==> src/rtl/sys_cmd_master.sv <==
// Host-side command initiator: serializes one request into a command byte frame on a
// byte-stream TX port, then collects the 1- or 2-byte response from RX with a timeout.
module sys_cmd_master #(
    parameter int DATA_WD     = 8,
    parameter int REG_ADDR_WD = 4,
    parameter int ALU_FUN_WD  = 4,
    parameter int ALU_OUT_WD  = 2 * DATA_WD,
    parameter int TIMEOUT_CYC = 50000
) (
    input  logic                   clk,
    input  logic                   rst_n,
    input  logic                   req_valid,
    output logic                   req_ready,
    input  logic [1:0]             req_cmd,
    input  logic [REG_ADDR_WD-1:0] req_addr,
    input  logic [DATA_WD-1:0]     req_wdata,
    input  logic [DATA_WD-1:0]     req_op_a,
    input  logic [DATA_WD-1:0]     req_op_b,
    input  logic [ALU_FUN_WD-1:0]  req_fun,
    output logic [DATA_WD-1:0]     tx_data,
    output logic                   tx_valid,
    input  logic                   tx_ready,
    input  logic [DATA_WD-1:0]     rx_data,
    input  logic                   rx_valid,
    output logic [ALU_OUT_WD-1:0]  rsp_data,
    output logic                   rsp_valid,
    output logic                   rsp_timeout,
    output logic                   cmd_done
);

    localparam int CNT_WD = (TIMEOUT_CYC > 2) ? $clog2(TIMEOUT_CYC) : 1;
    // The pulse is registered, so the decision is taken one cycle before it shows.
    localparam logic [CNT_WD-1:0] CNT_TERM = CNT_WD'(TIMEOUT_CYC - 2);

    localparam logic [DATA_WD-1:0] HDR_REG_WR  = DATA_WD'(8'hAA);
    localparam logic [DATA_WD-1:0] HDR_REG_RD  = DATA_WD'(8'hBB);
    localparam logic [DATA_WD-1:0] HDR_ALU_OP  = DATA_WD'(8'hCC);
    localparam logic [DATA_WD-1:0] HDR_ALU_NOP = DATA_WD'(8'hDD);

    typedef enum logic [1:0] {
        ST_IDLE      = 2'd0,
        ST_SEND      = 2'd1,
        ST_WAIT_RSP0 = 2'd2,
        ST_WAIT_RSP1 = 2'd3
    } state_t;

    typedef enum logic [1:0] {
        CMD_REG_WR  = 2'd0,
        CMD_REG_RD  = 2'd1,
        CMD_ALU_OP  = 2'd2,
        CMD_ALU_NOP = 2'd3
    } cmd_t;

    state_t                  state, state_nxt;
    cmd_t                    cmd_q;
    logic [REG_ADDR_WD-1:0]  addr_q;
    logic [DATA_WD-1:0]      wdata_q;
    logic [DATA_WD-1:0]      op_a_q;
    logic [DATA_WD-1:0]      op_b_q;
    logic [ALU_FUN_WD-1:0]   fun_q;
    logic [1:0]              idx;
    logic [1:0]              last_idx;
    logic [CNT_WD-1:0]       cnt;
    logic [DATA_WD-1:0]      rsp_lo;
    logic [DATA_WD-1:0]      frame_byte;

    logic accept;
    logic tx_fire;
    logic in_wait;
    logic rsp_fin;
    logic done_wr;
    logic to_fire;
    logic cnt_clr;

    assign accept    = req_valid & req_ready;
    assign in_wait   = (state == ST_WAIT_RSP0) || (state == ST_WAIT_RSP1);
    assign req_ready = (state == ST_IDLE);
    assign tx_valid  = (state == ST_SEND);
    assign tx_data   = tx_valid ? frame_byte : '0;

    // Frame byte selection and frame length, from captured request fields only.
    // NOTE: every signal driven here gets a default first so no latch is inferred.
    always_comb begin
        frame_byte = '0;
        last_idx   = 2'd0;
        case (cmd_q)
            CMD_REG_WR: begin
                last_idx = 2'd2;
                case (idx)
                    2'd0:    frame_byte = HDR_REG_WR;
                    2'd1:    frame_byte = DATA_WD'(addr_q);
                    default: frame_byte = wdata_q;
                endcase
            end
            CMD_REG_RD: begin
                last_idx   = 2'd1;
                frame_byte = (idx == 2'd0) ? HDR_REG_RD : DATA_WD'(addr_q);
            end
            CMD_ALU_OP: begin
                last_idx = 2'd3;
                case (idx)
                    2'd0:    frame_byte = HDR_ALU_OP;
                    2'd1:    frame_byte = op_a_q;
                    2'd2:    frame_byte = op_b_q;
                    default: frame_byte = DATA_WD'(fun_q);
                endcase
            end
            default: begin
                last_idx   = 2'd1;
                frame_byte = (idx == 2'd0) ? HDR_ALU_NOP : DATA_WD'(fun_q);
            end
        endcase
    end

    always_comb begin
        state_nxt = state;
        tx_fire   = 1'b0;
        rsp_fin   = 1'b0;
        done_wr   = 1'b0;
        to_fire   = 1'b0;
        cnt_clr   = 1'b0;
        case (state)
            ST_IDLE: begin
                if (req_valid) state_nxt = ST_SEND;
            end
            ST_SEND: begin
                if (tx_ready) begin
                    tx_fire = 1'b1;
                    if (idx == last_idx) begin
                        if (cmd_q == CMD_REG_WR) begin
                            state_nxt = ST_IDLE;
                            done_wr   = 1'b1;
                        end else begin
                            state_nxt = ST_WAIT_RSP0;
                            cnt_clr   = 1'b1;
                        end
                    end
                end
            end
            ST_WAIT_RSP0: begin
                if (rx_valid) begin
                    cnt_clr = 1'b1;
                    if (cmd_q == CMD_REG_RD) begin
                        state_nxt = ST_IDLE;
                        rsp_fin   = 1'b1;
                    end else begin
                        state_nxt = ST_WAIT_RSP1;
                    end
                end else if (cnt == CNT_TERM) begin
                    state_nxt = ST_IDLE;
                    to_fire   = 1'b1;
                end
            end
            ST_WAIT_RSP1: begin
                if (rx_valid) begin
                    cnt_clr   = 1'b1;
                    state_nxt = ST_IDLE;
                    rsp_fin   = 1'b1;
                end else if (cnt == CNT_TERM) begin
                    state_nxt = ST_IDLE;
                    to_fire   = 1'b1;
                end
            end
            default: state_nxt = ST_IDLE;
        endcase
    end

    // NOTE: sequential state uses non-blocking assignments so every flop samples pre-edge values.
    always_ff @(posedge clk or negedge rst_n) begin
        if (!rst_n) state <= ST_IDLE;
        else        state <= state_nxt;
    end

    always_ff @(posedge clk or negedge rst_n) begin
        if (!rst_n) begin
            cmd_q   <= CMD_REG_WR;
            addr_q  <= '0;
            wdata_q <= '0;
            op_a_q  <= '0;
            op_b_q  <= '0;
            fun_q   <= '0;
        end else if (accept) begin
            cmd_q   <= cmd_t'(req_cmd);
            addr_q  <= req_addr;
            wdata_q <= req_wdata;
            op_a_q  <= req_op_a;
            op_b_q  <= req_op_b;
            fun_q   <= req_fun;
        end
    end

    always_ff @(posedge clk or negedge rst_n) begin
        if (!rst_n) begin
            idx <= 2'd0;
            cnt <= '0;
        end else begin
            if (accept)       idx <= 2'd0;
            else if (tx_fire) idx <= idx + 2'd1;

            if (cnt_clr)      cnt <= '0;
            else if (in_wait) cnt <= cnt + 1'b1;
        end
    end

    always_ff @(posedge clk or negedge rst_n) begin
        if (!rst_n) begin
            rsp_lo      <= '0;
            rsp_data    <= '0;
            rsp_valid   <= 1'b0;
            rsp_timeout <= 1'b0;
            cmd_done    <= 1'b0;
        end else begin
            if (state == ST_WAIT_RSP0 && rx_valid) rsp_lo <= rx_data;
            if (rsp_fin) begin
                if (cmd_q == CMD_REG_RD) rsp_data <= ALU_OUT_WD'(rx_data);
                else                     rsp_data <= ALU_OUT_WD'({rx_data, rsp_lo});
            end
            rsp_valid   <= rsp_fin;
            rsp_timeout <= to_fire;
            cmd_done    <= rsp_fin | done_wr | to_fire;
        end
    end

endmodule
==> config.mk <==
export PLATFORM = sky130hd
export DESIGN_NAME = sys_cmd_master
export DESIGN_NICKNAME = d
export VERILOG_FILES = /design/src/rtl/sys_cmd_master.sv
export SDC_FILE = /design/constraint.sdc
export NUM_CORES = 1
export LEC_CHECK = 0
export BUFFER_PORTS_ARGS = -buffer_cell sky130_fd_sc_hd__buf_2
export CORE_UTILIZATION = 30
export DETAILED_ROUTE_END_ITERATION = 7
export HOLD_SLACK_MARGIN = 0.12
export SLEW_MARGIN = 20
export SYNTH_ARGS = -nofsm -noshare
export SYNTH_HDL_FRONTEND = slang
export SYNTH_SLANG_ARGS = --single-unit
export TNS_END_PERCENT = 50
==> constraint.sdc <==
create_clock -name clk -period 2 [get_ports clk]
set_input_delay 0.1 -clock clk [delete_from_list [all_inputs] [get_ports clk]]
set_output_delay 0.1 -clock clk [all_outputs]
set_load 0.03 [all_outputs]
[Yosys cells after proc, flatten, opt, wreduce, memory -nomap -nowiden]
Index checks and enable logic that the tools add are counted.
Widths: inputs -> output; s select.
Cells by class
  add/subtract/negate cells: 2
  eq/ne operators: 12
  mux-type cells: 38
  bitwise operators: 3
  reductions and logical operators: 9
Operators with widths (number)
  $mux 16: 3
  $pmux 8 s3: 2
  $mux 8: 3
  $mux 2: 10
  $add 16x1->16 const B: 1
  $eq 16x16->1 const B: 1
  $pmux 8 s2: 1
  $mux 1: 15
  $eq 2x2->1 const B: 4
  $pmux 2 s4: 1
  $eq 2x1->1 const B: 3
  $logic_not 2->1: 3
  $ne 2x1->1 const B: 2
  $pmux 1 s2: 2
  $pmux 2 s2: 1
  $reduce_bool 2->1: 2
  $reduce_and 3->1: 1
  $add 2x1->2 const B: 1
  $eq 2x2->1: 1
  $ne 2x2->1 const B: 1
  $or 1x1->1: 2
  $reduce_or 2->1: 1
  $and 1x1->1: 1
  $logic_and 1x1->1: 1
  $logic_or 1x1->1: 1
Storage, ports and cells
  register bits: 81

[Longest topological paths before layout]
  depth after elaboration: 8
  mapped depth: 8

[Worst setup path after synthesis]
No wires, ideal clock.
  path kind: register -> output
  from: reg idx[1]
  to: out tx_data[1]
  data arrival time: 2.036 ns
  setup slack: -0.136 ns
  stages on the path, launching flop included: 7
  path buffers: 1
  cells stage by stage: dfrtp_1 clkbuf_1 inv_1 ha_1 nor2_1 mux2i_1 a221oi_1
On the way
  cells in the longest elaborated chain, start to end: 4
  elaborated cells between the ends (all ways): 9
  classes of those cells: eq/ne (2); mux (6); reduce/logical (1)
RTL lines
  from (decl): RTL line 61  | logic [1:0] idx;
  from (signal assigned): RTL line 198  | else if (tx_fire) idx <= idx + 2'd1;
  $eq 2x2->1, or another cell as far along: RTL line 101  | case (idx)
  $pmux 8 s3, or another cell as far along: RTL line 101
  $pmux 8 s3 *: RTL line 86  | case (cmd_q)
  $mux 8 *: RTL line 79  | assign tx_data = tx_valid ? frame_byte : '0;
  to (decl): RTL line 20  | output logic [DATA_WD-1:0] tx_data,
Every way passes the cells marked *; elsewhere a longest branch is shown, timed or not.

[Final worst setup path]
  from: reg idx[0]
  to: out tx_data[3]
The elaborated chain is that of the path after synthesis.

==> flow_summary.ini <==
[clock_network]
cts_max_level = 3
clkSinkCount = 81
cts.clk_slew.worst_paths_ps = 60
numCtsBuffers = 9
cts_tree = done
clock_path_buffers = 2
cts-root-buf = clkbuf_16
clock_latency_ps = 330

[worst_setup_path]
crit_arrival_ps = 1960
path_common_cell = buf_4
critical_path.slowest_cell = dfrtp_2
crit_required_ps = 1900
path_class = reg2out
worstPathMaxFanout = 6
r2r_end = cnt[15]
cpPeakStageDelay_ps = 470
r2r_start = cnt[0]
rrSetupSlack_ps = 240
cp-start-kind = flop
end_kind = output pin
path_cells = ha_4, buf_4, a221oi_1, a21oi_1, o221a_2, buf_4
ff2ff_path_depth = 4

[logic_synthesis]
yosys_register_bits = 81
syn-cell-area_mm2 = 0.003931
synth_flop_cell = dfrtp_1
synth_top_cell_area_share = 0.5156
async_flop_share = 1.000
synth_cell_types = 52
ys_seq_area_frac = 0.5156
yosys-top-cells-area = dfrtp_1, mux2_2, nand2_1, o21ai_0, nor2_1
synth_fp_nets = 416
synth.avg_cell_area_um2 = 10.83
netlist_instances = 363
synth_edf_count = 0
synth_top_cell_by_area = dfrtp_1
yosys_warnings = 0

[worst_hold_path]
worstHoldStart = req_valid
min_path_type = in2reg
min_to = state[0]
whs_path_depth = 4

[timing]
relSlewSlack = 0.5807
worst_hold_slack_ps = 199.3
rsz0062_at_grt = true
fin_skew_ps = 4.967
period_minus_slack_ps = 2058
layout_setup_ws_ps = -58.35
min_period_over_period = 1.029
slew_viol_final = 0
finalSetupViolations = 4
tightest_slew_ps = 629.0
fmax_mhz = 485.8
finalHoldViolations = 0

[place]
dpl.hpwl_um = 6524
gp_congestion = 0.8573
port_buffers = 75

[power_and_ir_drop]
internal-power_mw = 5.696
p_leak_nw = 2.512
switching_share = 0.3864
p_seq_frac = 0.333
power_frac_comb = 0.447
clockPowerShare = 0.220
peakVddDrop_uv = 708.3
p_switching_mw = 3.586
power.density_mw_per_mm2 = 1666

[floorplan]
num_rows = 41
dieArea_mm2 = 0.01357
design.core.area_mm2 = 0.01272
ios = 76
fp.dieW_um = 116.5
initial_core_util = 0.3090
die_y_um = 116.5

[cells_and_area]
multi_input_area_mm2 = 0.001874
num-fill-cells = 1256
final_core_util = 0.4379
diodes = 0
regArea_mm2 = 0.002031
fin_nets = 547
drive_above_1_share = 0.3707
syn_to_final_growth_pct = 41.72

[global_routing]
grt_pass1_wl_um = 16010
antenna_found_initial = 0
grt_pass1_vias = 3194
grt.overflow.total = 0
groute.usage.overall = 0.1535
grt_max_degree = 50

[outcome]
status = finished with violations
violations = negative setup slack

[routing]
ant_nets = 0
via_count = 3171
vias_per_cell = 4.726
wl_per_cell_um = 14.30
drt_iter0_drc = 251
dr.pass1.iters = 5
drc_errors = 0
drt-total-wl_um = 9598

[job]
cap_violations = 0
[cells in the final DEF, fill, tap and decap left out, drive strengths merged, types with 2 or more instances in the layout]
cell and instances:
nand4 5, a31oi 3, nor4 5, nand2b 3, o21ai 25, bufinv 4, o221ai 2, a221oi 3
a32oi 2, dfrtp 81, mux2 41, a221o 3, nor2b 4, a22o 2, nand2 43, xor2 3
clkbuf 11, ha 6, buf 95, a21oi 9, nor3 7, inv 11, o21bai 2, nor2 30
mux2i 10, dlygate4sd3 45, and2 2, or3 2, xnor2 11, nand3 9, o31ai 3
[worst max-delay path, delay by kind of cell, from the launching register on]
family | cells | cell delay, ps
buf+inv | 2 | 330
flops | 1 | 470
fa+ha+maj | 1 | 200
compound gates | 3 | 640
[registers in the layout (all words and copies together) (netlist names)]
| register | cells |
|---|---|
| cnt | 16 |
| rsp_data | 16 |
| op_a_q | 8 |
| op_b_q | 8 |
| rsp_lo | 8 |
| wdata_q | 8 |
| addr_q | 4 |
| fun_q | 4 |
| cmd_q | 2 |
| idx | 2 |
| state | 2 |
| cmd_done | 1 |
| rsp_timeout | 1 |
| rsp_valid | 1 |
[logic make-up (layout without fill, tap and decap cells)]
| kind of cell | after synthesis | in the layout | share of synthesized area |
|---|---|---|---|
| buffers and inverters | 31 | 167 | 0.03342 |
| XOR/XNOR | 14 | 14 | 0.03119 |
| multiplexers | 51 | 51 | 0.1429 |
| AO/OA/AOI/OAI | 64 | 64 | 0.1127 |
| adder cells (fa/ha/maj) | 6 | 6 | 0.01910 |
| AND/OR/NAND/NOR | 116 | 116 | 0.1451 |
| flip-flops | 81 | 81 | 0.5156 |
[power groups by stage]
stage               clock (mW)  sequential [mW]  combinational, mW
finish                    2.04             3.09               4.15
CTS                       2.08             3.06               4.06
detailed placement           0             3.06               3.70
global placement             0             3.04               3.65
floorplan                    0             3.10               2.52
global route              2.14             3.20               4.50
[routing by layer]
metal	GRT usage	part of all wire
met4	0.05470	0.014
met1	0.1984	0.44
met2	0.2564	0.51
met5	0	0
met3	0.02906	0.036
[how the worst max path moves through the flow]
stage	from	to	cells after the start
floorplan	idx[1]	tx_data[6]	7
global placement	idx[0]	tx_data[0]	7
detailed placement	idx[0]	tx_data[0]	7
CTS	idx[0]	tx_data[0]	7
global route	idx[0]	tx_data[1]	7
finish	idx[0]	tx_data[3]	6
[cell usage after synthesis (all sizes together), types with 4 or more instances]
library cell / number
xnor2: 11
dfrtp: 81
a21oi: 9
clkbuf: 12
nor2: 30
nand4: 5
nand2: 43
o21ai: 25
mux2: 41
buf: 8
inv: 11
nand3: 9
nor3: 7
mux2i: 10
ha: 6
nor4: 5
nor2b: 4
[stage by stage]
stage,power [mW],std cells,instance area [um2],TNS (ps),setup slack (ps)
2_1_floorplan,5.624,363,3948,-39.29,-18.62
3_3_place_gp,6.686,606,4587,0,110.7
3_5_place_dp,6.754,606,4587,0,70.69
4_1_cts,9.206,671,5537,-178.6,-56.22
5_1_grt,9.835,671,5572,-597.1,-133.3
6_report,9.282,671,5572,-183.0,-58.35
[final cells by class]
type / instances / share of cell area
Timing Repair Buffer: 140 / 0.1848
Clock inverter: 5 / 0.02246
Multi-Input combinational cell: 251 / 0.3364
Sequential cell: 81 / 0.3645
Inverter: 11 / 0.007860
Clock buffer: 11 / 0.04536
Tap cell: 172 / 0.03863
[repair_timing]
action	4_1_cts	5_1_grt
buffers inserted	4	0
hold endpoints to repair	106	0
hold buffers	45	0
endpoints found under the setup margin	8	8
resized for setup	29	10
pin swaps	5	6
gates cloned	0	0
No activity file was read; power rests on OpenSTA's default activity.
